==> src/rtl/regfile16_sb.sv <==
// Sixteen-entry 2R/1W register file with a pending-write scoreboard.
// Index 15 is the hardwired zero register: no storage, never pending.
module regfile16_sb #(
  parameter int WIDTH  = 64,
  parameter bit BYPASS = 1'b1
) (
  input  logic             clk,
  input  logic             reset,
  input  logic             wr_en,
  input  logic [3:0]       wr_addr,
  input  logic [WIDTH-1:0] wr_data,
  input  logic             iss_en,
  input  logic [3:0]       iss_rd,
  input  logic [3:0]       rd_addr_a,
  input  logic [3:0]       rd_addr_b,
  output logic [WIDTH-1:0] rd_data_a,
  output logic [WIDTH-1:0] rd_data_b,
  output logic             pend_a,
  output logic             pend_b,
  output logic [15:0]      pending
);

  localparam logic [3:0] ZERO_REG = 4'd15;

  logic [WIDTH-1:0] regs [0:14];
  logic [14:0]      pend_q;
  logic             wr_live;
  logic             byp_a;
  logic             byp_b;

  assign wr_live = wr_en && (wr_addr != ZERO_REG);
  assign pending = {1'b0, pend_q};

  always_ff @(posedge clk) begin
    if (reset) begin
      for (int i = 0; i < 15; i++) begin
        regs[i] <= '0;
      end
    end else if (wr_live) begin
      regs[wr_addr] <= wr_data;
    end
  end

  // Issue is tested first so a younger producer keeps ownership when it
  // collides with an older writeback to the same register.
  always_ff @(posedge clk) begin
    if (reset) begin
      pend_q <= '0;
    end else begin
      for (int i = 0; i < 15; i++) begin
        if (iss_en && (iss_rd == 4'(i))) begin
          pend_q[i] <= 1'b1;
        end else if (wr_en && (wr_addr == 4'(i))) begin
          pend_q[i] <= 1'b0;
        end
      end
    end
  end

  assign byp_a = BYPASS && wr_live && (wr_addr == rd_addr_a);
  assign byp_b = BYPASS && wr_live && (wr_addr == rd_addr_b);

  // During reset the array still holds stale data until the edge, so
  // stored-state reads are masked; the forwarded write path is not.
  always_comb begin
    rd_data_a = '0;
    pend_a    = 1'b0;
    if (rd_addr_a == ZERO_REG) begin
      rd_data_a = '0;
      pend_a    = 1'b0;
    end else if (byp_a) begin
      rd_data_a = wr_data;
      pend_a    = 1'b0;
    end else if (!reset) begin
      rd_data_a = regs[rd_addr_a];
      pend_a    = pend_q[rd_addr_a];
    end
  end

  always_comb begin
    rd_data_b = '0;
    pend_b    = 1'b0;
    if (rd_addr_b == ZERO_REG) begin
      rd_data_b = '0;
      pend_b    = 1'b0;
    end else if (byp_b) begin
      rd_data_b = wr_data;
      pend_b    = 1'b0;
    end else if (!reset) begin
      rd_data_b = regs[rd_addr_b];
      pend_b    = pend_q[rd_addr_b];
    end
  end

endmodule

==> config.mk <==
export PLATFORM = sky130hd
export DESIGN_NAME = regfile16_sb
export DESIGN_NICKNAME = d
export VERILOG_FILES = /design/src/rtl/regfile16_sb.sv
export SDC_FILE = /design/constraint.sdc
export NUM_CORES = 2
export LEC_CHECK = 0
export CORE_MARGIN = 4
export CORE_UTILIZATION = 35
export CTS_CLUSTER_DIAMETER = 100
export DETAILED_ROUTE_END_ITERATION = 10
export SETUP_SLACK_MARGIN = 0.2
export SYNTH_ARGS = -nofsm -noshare
export SYNTH_HDL_FRONTEND = slang
export SYNTH_SLANG_ARGS = --single-unit
==> constraint.sdc <==
create_clock -name clk -period 3.8 [get_ports clk]
set_clock_uncertainty 0.05 [all_clocks]
set_input_delay 0.76 -clock clk [delete_from_list [all_inputs] [get_ports clk]]
set_output_delay 0.76 -clock clk [all_outputs]
set_load 0.1 [all_outputs]
======== Yosys cells after proc, flatten, opt, wreduce, memory -nomap -nowiden ========
Memory sizes are Yosys's and may differ from the RTL's.
Index checks and enable logic that the tools add are counted.
word-level totals
  register bits ........................... 15
  RAM bits ................................ 960
  bits of input ports ..................... 84
  output and inout port bits .............. 146
  logic and storage cells ................. 156
  memories kept ........................... 1
operators by class
  order comparisons ....................... 2
  eq/ne operators ......................... 33
  multiplexer cells ....................... 54
  reduce and logical (&&, ||, !) cells .... 51
memories
  name  depth  width  read ports  clocked after Yosys merged registers in  write ports  RTL line  source
  regs  15     64     2           0                                        15           25        logic [WIDTH-1:0] regs [0:14];
operators with widths
  operator                                                     count
  2-to-1 mux 64 bit                                            7
  == test 4 bit (second input constant)                        16
  OR reduction 64 bit                                          1
  2-to-1 mux 1 bit                                             44
  logical AND 1 bit                                            33
  == test 4 x 3 -> 1 bit (second input constant)               8
  nonzero test 2 bit                                           15
  == test 4 x 2 -> 1 bit (second input constant)               4
  less-than comparator 4 x 5 -> 1 bit (second input constant)  2
  binary-select mux 1 bit (select 4 bit)                       2
  == test 4 x 1 -> 1 bit (second input constant)               2
  == test 4 bit                                                2
  zero test 4 bit                                              2
  2-to-1 mux 4 bit                                             1
  inequality test 4 bit (second input constant)                1

======== Logic depth before layout (Yosys ltp) ========
  depth after elaboration ................. 7
  mapped depth ............................ 8
  depth with buffers taken out ............ 5

======== Worst setup path after synthesis ========
No wires, ideal clock.
  path type ............................... input to output
  start ................................... in rd_addr_b[2]
  end ..................................... out rd_data_b[62]
  arrival time ............................ 3.962 ns
  data required time ...................... 2.990 ns
  path slack .............................. -0.972 ns
  cell stages on the path ................. 7
  buffers on the path ..................... 3
  cell sequence ........................... buf_2 > buf_2 > clkbuf_1 > nor2_1 > a2111oi_2 > nor3_1 > nor3_1
between the ends
  cells in the longest elaborated chain, start to end .. 4
  elaborated cells on any way between the ends .. 7
  classes of those cells .................. 2 x eq/ne; 3 x mux; 1 x reduce/logical; 1 x memory
ends and longest elaborated chain
  what                                                        RTL line  source
  start, declared                                             15        input logic [3:0] rd_addr_b,
  memory read (15 x 64 bit) or == test 4 bit (tied branches)  n/a
  2-to-1 mux 64 bit or logical AND 1 bit (tied branches)      89, 61
  2-to-1 mux 64 bit                                           86        end else if (byp_b) begin
  2-to-1 mux 64 bit (*)                                       83        if (rd_addr_b == ZERO_REG) begin
  end, declared                                               17        output logic [WIDTH-1:0] rd_data_b,
Mark *: on every way between the ends. The rest lies on a longest branch, timed or not.

======== Worst setup path in the final report ========
  start ................................... in rd_addr_a[1]
  end ..................................... out rd_data_a[58]
between the ends
  cells in the longest elaborated chain, start to end .. 4
  elaborated cells on any way between the ends .. 7
  classes of those cells .................. 2 x eq/ne; 3 x mux; 1 x reduce/logical; 1 x memory
ends and longest elaborated chain
  what                                                        RTL line  source
  start, declared                                             14        input logic [3:0] rd_addr_a,
  memory read (15 x 64 bit) or == test 4 bit (tied branches)  n/a
  2-to-1 mux 64 bit or logical AND 1 bit (tied branches)      74, 60
  2-to-1 mux 64 bit                                           71        end else if (byp_a) begin
  2-to-1 mux 64 bit (*)                                       68        if (rd_addr_a == ZERO_REG) begin
  end, declared                                               16        output logic [WIDTH-1:0] rd_data_a,
Marked as above.

==> flow_summary.ini <==
[synthesis]
yosys_warnings = 0
syn_area_per_cell_um2 = 15.39
yosys-top-cells-area = edfxtp_1, mux4_2, and2_1
yosysTopAreaCellShare_pct = 55.94
ys_seq_area_share_pct = 56.49
ys_types = 43
ys_seq_elements = 1039
synth-async-reset-ratio_pct = 0
synth_top_area_cell = edfxtp_1
netlist_area_um2 = 54970
ys.flop_type = edfxtp_1
synth_edf_count = 1024
synthCells = 3571

[timing]
worst_pin_slew_ns = 0.9903
fmax_mhz = 276.0
layout_setup_ws_ns = 0.1773
setup_viol_count_final = 0
min_period_over_period_pct = 95.33
slew_violations = 0
final.min_clock_period_ns = 3.623
rsz0062_at_grt = yes
finalHoldViolations = 0
slew_headroom_pct = 33.77

[clocking]
path_clk_slew_ns = 0.06
cts_made_buffers = 114
cts-root-buf = clkbuf_16
ctsHoldBuffers = 0
clock_path_buffers = 3
cts_tree = done
insertion_delay_ns = 0.73
clock_sinks = 1039
h-tree-depth = 3

[floorplan]
die_y_um = 404.3
fp.dieArea_um2 = 163500
pin_count = 230
initial_core_util_pct = 35.19
die_w_um = 404.3
rows = 145
coreArea_um2 = 156200

[setup_path]
crit_fanout = 21
cp_num_cells = 8
critPathLaunch = rd_addr_a[1]
r2r_slack_ns = 2.96
critPathKind = in -> out
worstPathCellList = clkdlybuf4s15_2 -> bufbuf_16 -> nor2_4 -> buf_4 -> a22oi_1 -> nand2_1 -> a22o_1 -> buf_12
arrival_ns = 2.81
cp-end-kind = output pin
cp_top_family = buffers and inverters
cp-endpoint = rd_data_a[58]
required_ns = 2.99
rr_worst_depth = 2
critPathMaxStageDelay_ns = 0.48
critPathBufInv = 4
cp-start-kind = input pin
reg2reg_to = pend_q[6]
slowest_stage = buf_4
r2r_start = pend_q[6]

[global_route]
grt_pass1_vias = 36369
track_usage_pct = 22.27
antenna_found_initial = 9
grt_pass1_wl_um = 263300
overflow = 0
grt_max_degree = 65

[power_and_ir_drop]
power.density_nw_per_um2 = 434.1
p_leak_nw = 24.51
irDropWorstVdd_v = 0.0003915

[routing]
drtPass1Iterations = 5
vias_per_cell = 5.741
drc = 0
drt_iter0_markers = 3994
via_count = 35379
routedWlPerCell_um = 29.83
wl_um = 183800
antenna_left = 0

[min_path]
min-delay-start = pend_q[10]
min_path_type = reg -> reg

[final_layout]
register_area_um2 = 31050
multi_input_area_um2 = 23120
fill_cells = 13487
postLayoutCoreUtil_pct = 44.40
nets = 4094
areaGrowthSynthToFinish_pct = 26.18
drive_gt1_share_pct = 33.02

[place]
preCtsSetupSlack_ns = -0.1262
hpwl_um = 110400
io_buffers = 228
gp_congestion = 0.8104

[run_status]
status = finished clean

[flow_run]
maxCapViolCount = 0
-- cell usage in the layout, fill, tap and decap left out, types with 11 or more instances in the layout --
| master | synthesis | layout |
|---|---|---|
| clkbuf_16 | 0 | 118 |
| a22o_4 | 0 | 33 |
| clkdlybuf4s50_1 | 0 | 85 |
| nand2_1 | 146 | 135 |
| a21oi_1 | 17 | 16 |
| buf_4 | 8 | 236 |
| buf_16 | 0 | 19 |
| buf_12 | 0 | 269 |
| clkbuf_1 | 254 | 19 |
| dfxtp_1 | 15 | 15 |
| edfxtp_1 | 1024 | 1024 |
| a22o_1 | 126 | 93 |
| nand2_2 | 0 | 11 |
| clkinv_2 | 0 | 16 |
| conb_1 | 1 | 65 |
| a22oi_2 | 0 | 31 |
| nor2_4 | 0 | 13 |
| a22oi_1 | 248 | 217 |
| or2_4 | 0 | 15 |
| mux4_2 | 515 | 515 |
| buf_6 | 31 | 14 |
| and2_1 | 964 | 961 |
| clkinv_1 | 0 | 29 |
| o21ai_0 | 16 | 16 |
| mux2i_1 | 13 | 13 |
-- layout make-up --
| cell class | instances | share of cell area (%) |
|---|---|---|
| Antenna cell | 4 | 0.01443 |
| Clock buffer | 140 | 4.369 |
| Clock inverter | 66 | 0.8100 |
| Multi-Input combinational cell | 2214 | 33.34 |
| Sequential cell | 1039 | 44.77 |
| Tap cell | 2058 | 3.712 |
| Timing Repair Buffer | 641 | 12.99 |
-- worst min path at each step --
stage                        endpoint  cells past startpoint
after detailed placement   pend_q[10]                      2
final                      pend_q[10]                      2
after global placement      pend_q[9]                      2
after floorplan           regs[15][0]                      0
after global routing        pend_q[9]                      2
after CTS                  pend_q[10]                      2
-- routing by layer --
layer / GRT usage (%) / part of all wire, %
met4: 6.824 / 3.1
met1: 30.57 / 40
met5: 0 / 0
met3: 4.586 / 9.3
met2: 35.77 / 47
-- registers in the layout, summed over array words and instances (netlist names) --
name / flops
pend_q: 15
regs: 1024
-- tightest hold or removal path: cells and delay by family (launching register included) --
family,cells,cell delay [ns]
flops,1,0.34
compound gates,2,0.14
-- timing repair --
action,CTS,global route
endpoints found under the setup margin,130,89
pin swaps,17,8
gates cloned,12,2
setup buffers,32,28
resized for setup,110,36
-- stage by stage --
step	power (W)	instance area [um2]	TNS, ns	hold slack, ns	std cells
after floorplan	0.01694	55230	0	0.8089	3635
after global placement	0.01923	64070	-3.327	0.4613	5878
after detailed placement	0.01930	64070	-2.074	0.4628	5878
after CTS	0.03024	68940	0	0.4821	6128
after global routing	0.03105	69350	0	0.5072	6158
final	0.03011	69360	0	0.4823	6162
-- logic make-up after synthesis --
family	synth area share (%)
other cells	0.006822
compound gates	5.886
flops	56.49
buf+inv	3.262
simple gates	12.89
xor+xnor	0.1275
mux	21.34
-- power by group --
part           internal (W)  switching (W)  total [W]
combinational       0.00247        0.00329    0.00576
sequential           0.0133       0.000312     0.0136
clock               0.00600        0.00476     0.0108
total                0.0217        0.00837     0.0301
-- synthesized netlist by cell type (17+ instances only) --
master and instances:
edfxtp_1 1024, and2_1 964, mux4_2 515, clkbuf_1 254, a22oi_1 248, nand2_1 146, a22o_1 126, buf_2 68
buf_6 31, nor2_1 21, buf_1 20, a21oi_1 17
No activity file was read; power rests on OpenSTA's default activity.
